==> config.mk <==
export PLATFORM = sky130hd
export DESIGN_NAME = bus_sequencer
export DESIGN_NICKNAME = d
export VERILOG_FILES = /design/src/rtl/cpu_ctrl_pkg.sv /design/src/rtl/bus_sequencer.sv
export SDC_FILE = /design/constraint.sdc
export NUM_CORES = 1
export LEC_CHECK = 0
export CORE_MARGIN = 5
export CORE_UTILIZATION = 40
export CTS_BUF_LIST = sky130_fd_sc_hd__clkbuf_2 sky130_fd_sc_hd__clkbuf_4 sky130_fd_sc_hd__clkbuf_8
export CTS_CLUSTER_SIZE = 24
export DETAILED_ROUTE_END_ITERATION = 10
export PLACE_DENSITY = 0.68
export SLEW_MARGIN = 40
export SYNTH_ARGS = -nofsm -noshare
export SYNTH_HDL_FRONTEND = slang
export SYNTH_SLANG_ARGS = --single-unit
==> constraint.sdc <==
create_clock -name clk -period 1.9 [get_ports clk]
set_input_delay 0.38 -clock clk [delete_from_list [all_inputs] [get_ports clk]]
set_output_delay 0.38 -clock clk [all_outputs]
set_load 0.1 [all_outputs]
==> src/rtl/cpu_ctrl_pkg.sv <==
// Shared encodings for the single-bus CPU control path: opcodes, ALU functions,
// sequencer state codes and the opcode-to-ALU-function map.
package cpu_ctrl_pkg;

    localparam logic [4:0] OP_LD   = 5'd0;
    localparam logic [4:0] OP_LDI  = 5'd1;
    localparam logic [4:0] OP_ST   = 5'd2;
    localparam logic [4:0] OP_ADD  = 5'd3;
    localparam logic [4:0] OP_SUB  = 5'd4;
    localparam logic [4:0] OP_AND  = 5'd5;
    localparam logic [4:0] OP_OR   = 5'd6;
    localparam logic [4:0] OP_SHR  = 5'd7;
    localparam logic [4:0] OP_SHL  = 5'd8;
    localparam logic [4:0] OP_ADDI = 5'd9;
    localparam logic [4:0] OP_ANDI = 5'd10;
    localparam logic [4:0] OP_ORI  = 5'd11;
    localparam logic [4:0] OP_MUL  = 5'd12;
    localparam logic [4:0] OP_DIV  = 5'd13;
    localparam logic [4:0] OP_MFHI = 5'd14;
    localparam logic [4:0] OP_MFLO = 5'd15;
    localparam logic [4:0] OP_IN   = 5'd16;
    localparam logic [4:0] OP_HALT = 5'd31;

    localparam logic [4:0] ALU_NOP = 5'd0;
    localparam logic [4:0] ALU_ADD = 5'd1;
    localparam logic [4:0] ALU_SUB = 5'd2;
    localparam logic [4:0] ALU_AND = 5'd3;
    localparam logic [4:0] ALU_OR  = 5'd4;
    localparam logic [4:0] ALU_SHR = 5'd5;
    localparam logic [4:0] ALU_SHL = 5'd6;
    localparam logic [4:0] ALU_MUL = 5'd7;
    localparam logic [4:0] ALU_DIV = 5'd8;

    // R_*: register ALU, I_*: immediate ALU, M_*: mul/div, A_*: ld/st address phase
    localparam logic [4:0] S_IDLE  = 5'd0;
    localparam logic [4:0] S_F0    = 5'd1;
    localparam logic [4:0] S_F1    = 5'd2;
    localparam logic [4:0] S_F2    = 5'd3;
    localparam logic [4:0] S_DEC   = 5'd4;
    localparam logic [4:0] S_R3    = 5'd5;
    localparam logic [4:0] S_R4    = 5'd6;
    localparam logic [4:0] S_I3    = 5'd7;
    localparam logic [4:0] S_I4    = 5'd8;
    localparam logic [4:0] S_WB5   = 5'd9;
    localparam logic [4:0] S_M3    = 5'd10;
    localparam logic [4:0] S_M4    = 5'd11;
    localparam logic [4:0] S_M5    = 5'd12;
    localparam logic [4:0] S_M6    = 5'd13;
    localparam logic [4:0] S_A3    = 5'd14;
    localparam logic [4:0] S_A4    = 5'd15;
    localparam logic [4:0] S_A5    = 5'd16;
    localparam logic [4:0] S_LD6   = 5'd17;
    localparam logic [4:0] S_LD7   = 5'd18;
    localparam logic [4:0] S_ST6   = 5'd19;
    localparam logic [4:0] S_ST7   = 5'd20;
    localparam logic [4:0] S_MFHI  = 5'd21;
    localparam logic [4:0] S_MFLO  = 5'd22;
    localparam logic [4:0] S_IN    = 5'd23;
    localparam logic [4:0] S_HALT  = 5'd24;
    localparam logic [4:0] S_FAULT = 5'd25;

    function automatic logic [4:0] alu_for(input logic [4:0] opc);
        case (opc)
            OP_LD, OP_LDI, OP_ST, OP_ADD, OP_ADDI: alu_for = ALU_ADD;
            OP_SUB:                                alu_for = ALU_SUB;
            OP_AND, OP_ANDI:                       alu_for = ALU_AND;
            OP_OR, OP_ORI:                         alu_for = ALU_OR;
            OP_SHR:                                alu_for = ALU_SHR;
            OP_SHL:                                alu_for = ALU_SHL;
            OP_MUL:                                alu_for = ALU_MUL;
            OP_DIV:                                alu_for = ALU_DIV;
            default:                               alu_for = ALU_NOP;
        endcase
    endfunction

endpackage

==> src/rtl/bus_sequencer.sv <==
// Moore control FSM for the single-bus datapath: fetch, decode, multi-step execute.
// Every output decodes from registered state only, so each state drives at most one bus source.
module bus_sequencer
    import cpu_ctrl_pkg::*;
#(
    parameter int OPC_W       = 5,
    parameter int MEM_TIMEOUT = 15
) (
    input  logic             clk,
    input  logic             clr,
    input  logic             run,
    input  logic [OPC_W-1:0] ir_opcode,
    input  logic             mem_done,
    output logic r_out, output logic hi_out, output logic lo_out,
    output logic z_high_out, output logic z_low_out, output logic pc_out,
    output logic mdr_out, output logic in_port_out, output logic c_out,
    output logic gra, output logic grb, output logic grc,
    output logic r_in, output logic hi_in, output logic lo_in, output logic pc_in,
    output logic ir_in, output logic mar_in, output logic mdr_in, output logic y_in,
    output logic z_in,
    output logic       mdr_read,
    output logic       inc_pc,
    output logic [4:0] alu_op,
    output logic       mem_read,
    output logic       mem_write,
    output logic       halted,
    output logic       fault
);

    localparam int CNT_W = $clog2(MEM_TIMEOUT + 1);

    logic [4:0]       state_q, state_d;
    logic [CNT_W-1:0] cnt_q, cnt_d;
    logic [4:0]       alu_q, alu_d;
    logic             is_st_q, is_st_d;
    logic [4:0]       opc;
    logic             wait_st;

    assign opc     = 5'(ir_opcode);
    assign wait_st = (state_q == S_F1) || (state_q == S_LD6) || (state_q == S_ST7);

    always_comb begin
        state_d = state_q;
        cnt_d   = '0;
        alu_d   = alu_q;
        is_st_d = is_st_q;
        case (state_q)
            S_IDLE: if (run) state_d = S_F0;
            S_F0:   state_d = S_F1;
            S_F1:   if (mem_done) state_d = S_F2;
            S_F2:   state_d = S_DEC;
            S_DEC: begin
                alu_d   = alu_for(opc);
                is_st_d = (opc == OP_ST);
                case (opc)
                    OP_ADD, OP_SUB, OP_AND, OP_OR, OP_SHR, OP_SHL: state_d = S_R3;
                    OP_LDI, OP_ADDI, OP_ANDI, OP_ORI:              state_d = S_I3;
                    OP_MUL, OP_DIV:                                state_d = S_M3;
                    OP_LD, OP_ST:                                  state_d = S_A3;
                    OP_MFHI:                                       state_d = S_MFHI;
                    OP_MFLO:                                       state_d = S_MFLO;
                    OP_IN:                                         state_d = S_IN;
                    OP_HALT:                                       state_d = S_HALT;
                    default:                                       state_d = S_F0;
                endcase
            end
            S_R3:   state_d = S_R4;
            S_R4:   state_d = S_WB5;
            S_I3:   state_d = S_I4;
            S_I4:   state_d = S_WB5;
            S_M3:   state_d = S_M4;
            S_M4:   state_d = S_M5;
            S_M5:   state_d = S_M6;
            S_A3:   state_d = S_A4;
            S_A4:   state_d = S_A5;
            S_A5:   state_d = is_st_q ? S_ST6 : S_LD6;
            S_LD6:  if (mem_done) state_d = S_LD7;
            S_ST6:  state_d = S_ST7;
            S_ST7:  if (mem_done) state_d = S_F0;
            S_HALT, S_FAULT: state_d = state_q;
            default: state_d = S_F0;
        endcase
        // mem_done on the last allowed cycle completes the access rather than faulting
        if (wait_st && !mem_done) begin
            if (cnt_q == CNT_W'(MEM_TIMEOUT - 1)) state_d = S_FAULT;
            else                                   cnt_d   = cnt_q + 1'b1;
        end
    end

    always_ff @(posedge clk) begin
        if (clr) begin
            state_q <= S_IDLE;
            cnt_q   <= '0;
            alu_q   <= ALU_NOP;
            is_st_q <= 1'b0;
        end else begin
            state_q <= state_d;
            cnt_q   <= cnt_d;
            alu_q   <= alu_d;
            is_st_q <= is_st_d;
        end
    end

    always_comb begin
        {r_out, hi_out, lo_out, z_high_out, z_low_out, pc_out, mdr_out, in_port_out, c_out} = '0;
        {gra, grb, grc} = '0;
        {r_in, hi_in, lo_in, pc_in, ir_in, mar_in, mdr_in, y_in, z_in} = '0;
        {mdr_read, inc_pc, mem_read, mem_write, halted, fault} = '0;
        alu_op = ALU_NOP;
        case (state_q)
            S_F0:    begin pc_out = 1'b1; mar_in = 1'b1; inc_pc = 1'b1; z_in = 1'b1; end
            S_F1:    begin z_low_out = 1'b1; pc_in = 1'b1; mem_read = 1'b1; mdr_read = 1'b1; mdr_in = 1'b1; end
            S_F2:    begin mdr_out = 1'b1; ir_in = 1'b1; end
            S_R3, S_I3, S_A3: begin grb = 1'b1; r_out = 1'b1; y_in = 1'b1; end
            S_R4:    begin grc = 1'b1; r_out = 1'b1; z_in = 1'b1; alu_op = alu_q; end
            S_I4, S_A4: begin c_out = 1'b1; z_in = 1'b1; alu_op = alu_q; end
            S_WB5:   begin z_low_out = 1'b1; gra = 1'b1; r_in = 1'b1; end
            S_M3:    begin gra = 1'b1; r_out = 1'b1; y_in = 1'b1; end
            S_M4:    begin grb = 1'b1; r_out = 1'b1; z_in = 1'b1; alu_op = alu_q; end
            S_M5:    begin z_low_out = 1'b1; lo_in = 1'b1; end
            S_M6:    begin z_high_out = 1'b1; hi_in = 1'b1; end
            S_A5:    begin z_low_out = 1'b1; mar_in = 1'b1; end
            S_LD6:   begin mem_read = 1'b1; mdr_read = 1'b1; mdr_in = 1'b1; end
            S_LD7:   begin mdr_out = 1'b1; gra = 1'b1; r_in = 1'b1; end
            S_ST6:   begin gra = 1'b1; r_out = 1'b1; mdr_in = 1'b1; end
            S_ST7:   mem_write = 1'b1;
            S_MFHI:  begin hi_out = 1'b1; gra = 1'b1; r_in = 1'b1; end
            S_MFLO:  begin lo_out = 1'b1; gra = 1'b1; r_in = 1'b1; end
            S_IN:    begin in_port_out = 1'b1; gra = 1'b1; r_in = 1'b1; end
            S_HALT:  halted = 1'b1;
            S_FAULT: fault = 1'b1;
            default: ;
        endcase
    end

endmodule

==> key figures <==
Logic synthesis
  – Main combinational cell family by area after synthesis: simple AND/OR/NAND/NOR gates
  – Most used flip-flop cell after synthesis: dfxtp_1
  – FF+latch count, synth: 14
  – Synth Area in Simple Gates: a little under two fifths
  – Syn Nets: 244
  – Synth Area in Compound Gates: 26.10%
  – Mux share of post-synthesis cell area: 1.262%
  – Ys Warns: 0
  – Number of synthesized flops with an enable pin: 0
  – Syn Std Cell Area: 0.001587 mm²
  – Sequential area share after synthesis: between 15 and 20%
  – Xor/xnor share of the synthesized area: 1.656%
  – Synth async-reset ratio: 0%
  – Adder-Cell Fraction of Synth Area: under 10%
  – Synthesized area per cell: 6.958 µm²
  – Distinct cells, synth: between 50 and 60
  – Syn Inst Count: ~230

Routing
  – Metal3 WL: approximately 420 µm
  – Drc violations: 0
  – Uppermost routed layer: met4
  – Wire per inst: 19.51 µm
  – Initial drt markers: 187
  – WL met2: about 3500 µm
  – Detailed-router iteration count before antenna repair: 5
  – Post-Route WL: 6710 µm
  – Final ANT Viol Nets: 0
  – DR vias: between 2,000 and 2,500
  – Via/cell ratio: 6.015
  – Met1 WL: between 2000 and 3000 µm

Critical path
  – FF-to-FF setup slack: 70 ps
  – CP arrival: 1610 ps
  – Crit. End Element: output pin
  – Startpoint Class: flip-flop
  – Path depth of the worst reg2reg path: 6
  – Reg-to-reg endpoint: cnt_q[2]$_SDFF_PP0_
  – Crit path capture: mdr_read
  – Worst flop-to-flop path startpoint: state_q[1]$_SDFF_PP0_
  – Crit path kind: reg -> out
  – Crit path from: state_q[1]$_SDFF_PP0_
  – Max Fanout on Critical Path: 8
  – CP required: 1520 ps

Pwr
  – Leak: 1.187 nW
  – Sequential Power Share: 18.8%
  – Power Density: ~590 mW/mm²
  – Clock network power share: 15.8%
  – Sw Ratio: 47.21%
  – Maximum VDD drop: between 700 and 800 µV
  – Combinational share of power: about two thirds
  – Int Pwr: 0.0009707 W
  – Sw power: 0.0008681 W
  – Overall Power: ~0.0018 W

Placement
  – Final HPWL DP: 4309 µm
  – Placed insts: 333
  – I/O Buffers: 39
  – RD Place Congestion: 0.9194
  – Placed inst area: 0.002838 mm²

Global routing
  – Tot GR Track Use: 22.59%
  – Vias in the first global route: 1,996
  – First-pass GRT wire length: a little under 10,000 µm
  – Largest net degree at the start of global routing: 17
  – Initial antenna violation count: 0
  – GRT overflow: 0

STA
  – Final WS setup: -94.16 ps
  – Hold Fails Final Rpt: 0
  – Final Cycle Share: 105.0%
  – RSZ-0062 raised after global routing: true
  – Setup-failing EPs final: 18
  – Setup TNS: -840.6 ps
  – Fin Hold WS: roughly 460 ps
  – Clock Skew: 5.995 ps
  – Final Max Tran Viols: 0
  – Maximum clock frequency: 0.5015 GHz
  – Post-layout min period: approximately 2000 ps

CTS
  – Clock Path Buffers: 2
  – CTS root buffer: clkbuf_8
  – CTS Buf Count: 3
  – CTS tree: built
  – Clk slew on worst S/H paths: 60 ps
  – Clock sink total: 14
  – Clk Latency, worst-skew pair: about 250 ps
  – Htree depth: 1

Run status
  – Failing checks: negative setup slack
  – Status: complete, but fails checks

Layout
  – Area grow syn2layout: 98.03%
  – Share of cells above drive strength 1: between 50 and 60%
  – Final Cell Area: ~0.0031 mm²
  – Fillers: 207
  – Post-Layout Cell Count: between 300 and 400
  – Diodes inserted: 0
  – Final #Nets: 313

Floorplan
  – Num rows: 22
  – Core Footprint: 0.003744 mm²
  – Die area: 0.005326 mm²
  – Initial Util: a little over two fifths
  – Die height: ~73 µm
  – Die width: 72.98 µm
  – Ports: 41

Run
  – Max-Cap Viols: 0

Min path
  – HP Class: reg -> reg
  – Worst hold stages: 2
[synth_stat cells (all sizes together), types with 7 or more instances]
library cell  count  area share (%)
a21oi            15             4.7
and2              7             2.8
buf              17             7.6
clkbuf            9             2.1
dfxtp            14              18
ha                7             5.5
nand2            22             5.2
nand2b           11             4.3
nand3             8             2.8
nor2             28             6.6
nor3              9             2.8
o21ai            12             3.8
[cell families after synthesis]
| family | Yosys count |
|---|---|
| buffers and inverters | 30 |
| multiplexers | 2 |
| XOR/XNOR | 3 |
| AO/OA/AOI/OAI | 60 |
| flip-flops | 14 |
| AND/OR/NAND/NOR | 111 |
| adder cells (fa/ha/maj) | 7 |
| other | 1 |
[registers in the layout, indices dropped and copies added (netlist names)]
name	cells
state_q	5
is_st_q	1
alu_q	4
cnt_q	4
[worst min path at each step]
stage	end	slack (ps)	from
finish	alu_q[0]$_SDFFE_PP0P_	460	alu_q[0]$_SDFFE_PP0P_
global route	alu_q[2]$_SDFFE_PP0P_	480	alu_q[2]$_SDFFE_PP0P_
CTS	alu_q[3]$_SDFFE_PP0P_	460	alu_q[3]$_SDFFE_PP0P_
global placement	alu_q[3]$_SDFFE_PP0P_	440	alu_q[3]$_SDFFE_PP0P_
detailed placement	alu_q[3]$_SDFFE_PP0P_	450	alu_q[3]$_SDFFE_PP0P_
floorplan	cnt_q[0]$_SDFF_PP0_	430	cnt_q[0]$_SDFF_PP0_
[worst max-delay path, cell delays in order (launching register included)]
cell and delay, ps:
dfxtp_4 390, buf_4 180, nor2b_4 120, buf_4 140, nand2_4 90, a21oi_4 230, buf_12 210
[final cells by class]
cell class	count	area (µm²)	share of cell area, %
clock buffer	4	55.05	1.752
multi-input combinational	184	1580	50.30
tap	48	60.06	1.912
inverter	4	15.01	0.4779
timing repair buffer	90	1135	36.12
sequential	14	296.5	9.438
[per-layer routing]
metal,global-route usage (%),up-vias
li1,-,949
met1,30.20,1007
met2,38.83,97
met3,3.030,16
met4,3.893,0
met5,0,-
[what timing repair did]
action | 4_1_cts | 5_1_grt
endpoints found under the hold margin | 0 | 0
resized for setup | 33 | 22
hold buffers | 0 | 0
setup buffers | 5 | 3
pin swaps | 10 | 11
endpoints found under the setup margin | 31 | 24
[power groups by stage]
stage	Combinational, W	Clock, W	Sequential, W
after floorplan	0.000775	0	0.000319
after global placement	0.00106	0	0.000339
after detailed placement	0.00108	0	0.000340
after CTS	0.00114	0.000291	0.000336
after global routing	0.00125	0.000302	0.000346
final	0.00120	0.000290	0.000345
[stage by stage]
step / worst slack, ps / utilization (%)
final: -94.16 / 83.92
after detailed placement: -190.4 / 75.80
after CTS: -68.36 / 81.12
after global routing: -127.8 / 83.92
after floorplan: -546.6 / -
after global placement: -103.5 / 75.80
[cells in the final DEF, fill, tap and decap left out, types with 4 or more instances in the layout]
master and n:
buf_6 7, a21oi_4 5, clkbuf_8 4, buf_4 40
nor2_1 14, dfxtp_1 9, nor2_4 11, buf_12 32
dfxtp_4 4, o21ai_0 8, nor3_4 5, a21oi_1 9
inv_1 4, a211o_1 4, and3_1 4, ha_1 6
nand2_4 4, nand2b_1 6, nor3_1 4, and2_4 6
nand2_1 15, clkdlybuf4s50_1 8, nand3_1 6
Note: power is estimated with default switching activity, not from simulation.
